**config.mk**
```make
export PLATFORM = sky130hd
export DESIGN_NAME = uart_reg_fifo_bridge
export DESIGN_NICKNAME = d
export VERILOG_FILES = /design/src/rtl/uart_reg_fifo_bridge.sv
export SDC_FILE = /design/constraint.sdc
export NUM_CORES = 1
export LEC_CHECK = 0
export ABC_AREA = 1
export BUFFER_PORTS_ARGS = -buffer_cell sky130_fd_sc_hd__buf_2
export CELL_PAD_IN_SITES_DETAIL_PLACEMENT = 0
export CELL_PAD_IN_SITES_GLOBAL_PLACEMENT = 1
export CORE_MARGIN = 5
export CORE_UTILIZATION = 45
export DETAILED_ROUTE_END_ITERATION = 10
export PLACE_DENSITY = 0.79
export SETUP_SLACK_MARGIN = 0.05
export SLEW_MARGIN = 25
export SYNTH_ARGS = -nofsm -noshare
export SYNTH_HDL_FRONTEND = slang
export SYNTH_SLANG_ARGS = --single-unit
```
**constraint.sdc**
```tcl
create_clock -name clk -period 4.5 [get_ports clk]
set_input_delay 0.675 -clock clk [delete_from_list [all_inputs] [get_ports clk]]
set_output_delay 0.675 -clock clk [all_outputs]
set_load 0.005 [all_outputs]
```
**src/rtl/uart_reg_fifo_bridge.sv**
```systemverilog
// Bridges core valid/ready byte streams to a 16550-style register port.
// Every data access is preceded by an LSR poll. TX and RX share the port, and a toggling priority bit decides when both are ready.
module uart_reg_fifo_bridge #(
  parameter int DATA_W    = 8,
  parameter int ADDR_W    = 3,
  parameter int RD_LAT    = 4,
  parameter int TXF_DEPTH = 4,
  parameter int RXF_DEPTH = 4,
  parameter int REG_DATA  = 0,
  parameter int REG_LSR   = 5,
  parameter int LSR_DR    = 0,
  parameter int LSR_OE    = 1,
  parameter int LSR_TEMT  = 6,
  localparam int TXA = $clog2(TXF_DEPTH),
  localparam int RXA = $clog2(RXF_DEPTH)
) (
  input  logic              clk,
  input  logic              rst,
  input  logic              tx_valid,
  input  logic [DATA_W-1:0] tx_data,
  output logic              tx_ready,
  output logic              rx_valid,
  output logic [DATA_W-1:0] rx_data,
  input  logic              rx_ready,
  output logic              ovr,
  input  logic              ovr_clr,
  output logic              i_tx_en,
  output logic [ADDR_W-1:0] waddr,
  output logic [DATA_W-1:0] wdata,
  output logic              i_rx_en,
  output logic [ADDR_W-1:0] raddr,
  input  logic [DATA_W-1:0] rdata,
  output logic [TXA:0]      tx_level,
  output logic [RXA:0]      rx_level
);
  localparam int CW = $clog2(RD_LAT + 1);

  typedef enum logic [2:0] {POLL, PWAIT, EVAL, WR, RD, RWAIT, RCAP} state_t;
  state_t state, state_nxt;

  logic [CW-1:0]     cnt;
  logic              prio;
  logic              rx_ok, tx_ok;
  logic [DATA_W-1:0] tx_mem [TXF_DEPTH];
  logic [DATA_W-1:0] rx_mem [RXF_DEPTH];
  logic [TXA:0]      tx_wp, tx_rp;
  logic [RXA:0]      rx_wp, rx_rp;
  logic              tx_push, tx_pop, rx_push, rx_pop;

  assign tx_ready = !rst && (tx_level != (TXA+1)'(TXF_DEPTH));
  assign rx_valid = (rx_level != '0);
  assign rx_data  = rx_valid ? rx_mem[rx_rp[RXA-1:0]] : '0;

  assign tx_push = tx_valid && tx_ready;
  assign tx_pop  = (state == WR);
  assign rx_push = (state == RCAP);
  assign rx_pop  = rx_valid && rx_ready;

  // rdata holds the LSR value only while in EVAL; these terms are consumed there alone.
  assign rx_ok = rdata[LSR_DR] && (rx_level < (RXA+1)'(RXF_DEPTH));
  assign tx_ok = rdata[LSR_TEMT] && (tx_level != '0);

  always_comb begin
    state_nxt = state;
    case (state)
      POLL:  state_nxt = PWAIT;
      PWAIT: if (cnt == CW'(RD_LAT-1)) state_nxt = EVAL;
      EVAL: begin
        if (rx_ok && tx_ok) state_nxt = prio ? WR : RD;
        else if (rx_ok)     state_nxt = RD;
        else if (tx_ok)     state_nxt = WR;
        else                state_nxt = POLL;
      end
      WR:    state_nxt = POLL;
      RD:    state_nxt = RWAIT;
      RWAIT: if (cnt == CW'(RD_LAT-1)) state_nxt = RCAP;
      RCAP:  state_nxt = POLL;
      default: state_nxt = POLL;
    endcase
  end

  // Strobes are registered, so a strobe appears in the cycle after the issuing state.
  always_ff @(posedge clk) begin
    if (rst) begin
      state   <= POLL;
      cnt     <= '0;
      prio    <= 1'b0;
      ovr     <= 1'b0;
      i_tx_en <= 1'b0;
      i_rx_en <= 1'b0;
      waddr   <= '0;
      raddr   <= '0;
      wdata   <= '0;
    end else begin
      state   <= state_nxt;
      i_tx_en <= (state == WR);
      i_rx_en <= (state == POLL) || (state == RD);
      if (state == POLL) raddr <= ADDR_W'(REG_LSR);
      if (state == RD)   raddr <= ADDR_W'(REG_DATA);
      if (state == WR) begin
        waddr <= ADDR_W'(REG_DATA);
        wdata <= tx_mem[tx_rp[TXA-1:0]];
      end
      if (state == POLL || state == RD)         cnt <= '0;
      else if (state == PWAIT || state == RWAIT) cnt <= cnt + CW'(1);
      if (state == EVAL && rx_ok && tx_ok) prio <= !prio;
      if (state == EVAL && rdata[LSR_OE]) ovr <= 1'b1;
      else if (ovr_clr)                   ovr <= 1'b0;
    end
  end

  always_ff @(posedge clk) begin
    if (tx_push) tx_mem[tx_wp[TXA-1:0]] <= tx_data;
    if (rx_push) rx_mem[rx_wp[RXA-1:0]] <= rdata;
  end

  always_ff @(posedge clk) begin
    if (rst) begin
      tx_wp    <= '0;
      tx_rp    <= '0;
      tx_level <= '0;
      rx_wp    <= '0;
      rx_rp    <= '0;
      rx_level <= '0;
    end else begin
      if (tx_push) tx_wp <= tx_wp + 1'b1;
      if (tx_pop)  tx_rp <= tx_rp + 1'b1;
      case ({tx_push, tx_pop})
        2'b10:   tx_level <= tx_level + 1'b1;
        2'b01:   tx_level <= tx_level - 1'b1;
        default: tx_level <= tx_level;
      endcase
      if (rx_push) rx_wp <= rx_wp + 1'b1;
      if (rx_pop)  rx_rp <= rx_rp + 1'b1;
      case ({rx_push, rx_pop})
        2'b10:   rx_level <= rx_level + 1'b1;
        2'b01:   rx_level <= rx_level - 1'b1;
        default: rx_level <= rx_level;
      endcase
    end
  end
endmodule
```
==> reports/qor.csv <==
stage;metric;value;unit
run;reported max-cap violation count;0;
setup_path;kind of critical path;reg -> out;
setup_path;Critical Path AT;1.83;ns
cts;Post-CTS Repair Setup Buffers;0;
timing;number of setup violations in the final report;0;
global_route;maximum number of pins on one net before global-route repair;20;
yosys;share of synthesized area occupied by flip-flops and latches;62.79;%
cts;maximum clock path buffer count;2;
timing;worst setup skew after layout;0.01661;ns
cts;root buffer cell;sky130_fd_sc_hd__clkbuf_8;
floorplan;row cnt;35;
pwr;sum of internal, switching and leakage power;1.773;mW
cts;# H-tree levels;3;
global_route;number of antenna violations at the first check in global routing;0;
timing;period utilization;55.57;%
timing;minimum clock period after layout;2.501;ns
cts;Resize count post-CTS;0;
layout;antenna diode count;0;
floorplan;die width;106.3;um
yosys;Synth Area per Inst;10.11;sq um
route;via-per-instance ratio;4.856;
pwr;worst vdd ir;0.2222;mV
floorplan;initial cell density of the core;45.63;%
layout;synthesis-to-finish area growth;11.05;%
setup_path;endpoint type of the worst setup path;primary output;
route;Routed wire per std cell;13.71;um
route;detailed router's first-iteration violation count;155;
route;met1 wire length;3.686;mm
layout;proportion of layout cells with a drive suffix above 1;16.16;%
yosys;Top FF cell, synth;sky130_fd_sc_hd__edfxtp_1;
global_route;All-Layer GR Usage;14.70;%
setup_path;highest cell delay on the worst timing path;0.74;ns
run_status;status;finished, final reports clean;
yosys;Syn Inst Count;413;
yosys;number of warnings reported in the yosys synthesis log;0;
timing;final-report max-slew violation count;0;
route;Residual DRC;0;
route;length of routed met2 wiring;3.750;mm
placed_design;Port Buffer Count;49;
cts;Worst-path clk slew;0.10;ns
setup_path;ordered list of cells on the worst path;inv_2 > o21ai_0 > a21oi_1 > buf_2;
cts;number of buffers created by CTS;9;
pwr;Leak Pwr;1.919;nW
pwr;Power Density;382.3;nW/um^2
cts;TritonCTS sink count;99;
placed_design;GP Congestion;0.7575;
yosys;post-synthesis sequential element count;99;
floorplan;height of the die;106.3;um
timing;actual slew at the worst max-slew pin;0.8956;ns
placed_design;half-perimeter wire length after detailed placement;5.600;mm
timing;RSZ-0062 raised after global routing;no;
yosys;top-count cell post-synth;sky130_fd_sc_hd__nor2_1;
route;top layer used by detailed routing;met4;
global_route;vias in the first global route;2726;
floorplan;number of top-level pins;54;
route;number of vias in the routed layout;2792;
min_path;path category of the worst min-delay check;reg -> reg;
yosys;area share of the leading cell type in the synthesized netlist;46.02;%
layout;Nets;494;
yosys;synth cell count leaders;99 x sky130_fd_sc_hd__nor2_1, 64 x sky130_fd_sc_hd__edfxtp_1, 44 x sky130_fd_sc_hd__inv_1;
route;number of routed nets with antenna violations;0;
cts;count of hold buffers inserted by post-cts repair;0;
floorplan;Placeable Area;9153;sq um
timing;worst rel slew slack;40.07;%
global_route;GR Overflow Total;0;
yosys;most area-consuming cells after synthesis;sky130_fd_sc_hd__edfxtp_1 46%, sky130_fd_sc_hd__dfxtp_1 17%, sky130_fd_sc_hd__nor2_1 8.9%, sky130_fd_sc_hd__o21ai_0 4.3%, sky130_fd_sc_hd__inv_1 4.0%;
route;DRT Pass-1 Iters;4;
floorplan;die area;11310;sq um
setup_path;maximum net fanout on the critical path;17;
setup_path;cell with the largest stage delay on the worst path;sky130_fd_sc_hd__dfxtp_1;
min_path;Min-Delay Path Depth;2;
yosys;Synth area leader;sky130_fd_sc_hd__edfxtp_1;
timing;fmax;399.9;MHz
placed_design;worst setup timing slack at the placement stage;1.939;ns
timing;total negative slack;0;ns
cts;clock tree from TritonCTS;yes;
cts;clock latency at the later pin of the worst-skew pair;0.36;ns
setup_path;R2R cell count;9;
yosys;number of enable-type register cells in the synthesized netlist;64;
yosys;proportion of register bits with asynchronous set or reset after synthesis;0;%
yosys;Netlist Area Pre-Place;4177;sq um
route;DRT Wirelength;7.884;mm
timing;least setup slack across all paths after layout;1.999;ns
timing;final number of hold-violating endpoints;0;
yosys;number of distinct standard cells referenced by the synthesized netlist;28;
setup_path;Worst setup SP type;register;
route;Routed met3 length;364;um
global_route;global-route wire length before repair;13.02;mm
setup_path;CP required;3.83;ns
## per-layer routing
| metal | global-route usage [%] | up-vias |
|---|---|---|
| li1 | - | 1444 |
| met1 | 19.10 | 1279 |
| met2 | 24.34 | 63 |
| met3 | 2.672 | 6 |
| met4 | 5.828 | 0 |
| met5 | 0 | - |
## through the flow
step | hold slack [ns] | area (sq um) | instances | utilization, %
after floorplan | 0.4580 | 4188 | 416 | -
after global placement | 0.4511 | 4447 | 559 | 48.59
after detailed placement | 0.4644 | 4447 | 559 | 48.59
after CTS | 0.4805 | 4638 | 575 | 50.68
after global routing | 0.5125 | 4638 | 575 | 50.68
final | 0.4729 | 4638 | 575 | 50.68
## registers in the layout, indices dropped and copies added (netlist names), named ones only
| register | cells |
|---|---|
| rx_mem | 32 |
| tx_mem | 32 |
| wdata | 8 |
| cnt | 3 |
| rx_level | 3 |
| state | 3 |
| tx_level | 3 |
| rx_rp | 2 |
| rx_wp | 2 |
| tx_rp | 2 |
| tx_wp | 2 |
| i_rx_en | 1 |
| i_tx_en | 1 |
| ovr | 1 |
| prio | 1 |
| raddr | 1 |
## report_power, final
part           internal, mW  switching [mW]  total, mW
clock network         0.216           0.328      0.544
registers             0.997          0.0302       1.03
logic                0.0757           0.126      0.202
total                  1.29           0.485       1.77
## final cells by class
class	count	area, sq um
inverter	49	183.9
timing repair buffer	49	245.2
clock buffer	9	123.9
tap	111	138.9
clock inverter	7	67.56
multi-input combinational	251	1256
sequential	99	2623
fill	833	4514
## logic make-up after synthesis
logic type / after synthesis / share of synthesized area, %
compound gates: 73 / 9.137
fa+ha+maj: 14 / 4.554
simple gates: 158 / 15.61
flops: 99 / 62.79
xor+xnor: 2 / 0.4195
buf+inv: 66 / 7.399
other cells: 1 / 0.08979
## placed cells by master, fill, tap and decap left out
cell type | netlist | layout
sky130_fd_sc_hd__inv_8 | 0 | 1
sky130_fd_sc_hd__o21ai_0 | 36 | 36
sky130_fd_sc_hd__nor2_1 | 99 | 99
sky130_fd_sc_hd__nand2_2 | 1 | 1
sky130_fd_sc_hd__a31oi_1 | 1 | 1
sky130_fd_sc_hd__dfxtp_1 | 35 | 35
sky130_fd_sc_hd__clkinv_2 | 0 | 1
sky130_fd_sc_hd__xor2_1 | 2 | 2
sky130_fd_sc_hd__conb_1 | 1 | 4
sky130_fd_sc_hd__nand2_1 | 34 | 34
sky130_fd_sc_hd__a21oi_2 | 1 | 1
sky130_fd_sc_hd__clkbuf_8 | 0 | 9
sky130_fd_sc_hd__nand3_2 | 1 | 1
sky130_fd_sc_hd__nand3_1 | 21 | 21
sky130_fd_sc_hd__o21a_1 | 2 | 2
sky130_fd_sc_hd__nand2_4 | 1 | 1
sky130_fd_sc_hd__o22ai_1 | 1 | 1
sky130_fd_sc_hd__a21oi_1 | 26 | 26
sky130_fd_sc_hd__inv_1 | 44 | 44
sky130_fd_sc_hd__o21bai_1 | 1 | 1
sky130_fd_sc_hd__edfxtp_1 | 64 | 64
sky130_fd_sc_hd__o21ai_1 | 4 | 4
sky130_fd_sc_hd__buf_2 | 5 | 49
sky130_fd_sc_hd__fa_1 | 2 | 2
sky130_fd_sc_hd__o211ai_1 | 1 | 1
sky130_fd_sc_hd__nor2_8 | 1 | 1
sky130_fd_sc_hd__clkinv_8 | 0 | 1
sky130_fd_sc_hd__clkinv_4 | 0 | 1
sky130_fd_sc_hd__ha_1 | 12 | 12
sky130_fd_sc_hd__inv_2 | 5 | 5
sky130_fd_sc_hd__inv_6 | 0 | 3
## final timing paths
check / end / slack [ns] / from
max: rx_data[5] / 2.00 / register
min: ovr$_SDFFE_PP0P_ / 0.47 / ovr$_SDFFE_PP0P_
max reg2reg: tx_level[2]$_SDFFE_PP0P_ / 2.50 / state[1]$_SDFFE_PP0P_
min reg2reg: ovr$_SDFFE_PP0P_ / 0.47 / ovr$_SDFFE_PP0P_
## critical path: cells and delay by family (launching register included)
family / cells / cell delay (ns)
DFF: 1 / 0.74
buffers and inverters: 2 / 0.39
AOI/OAI and AO/OA: 2 / 0.33
Note: power is estimated with default switching activity, not from simulation.
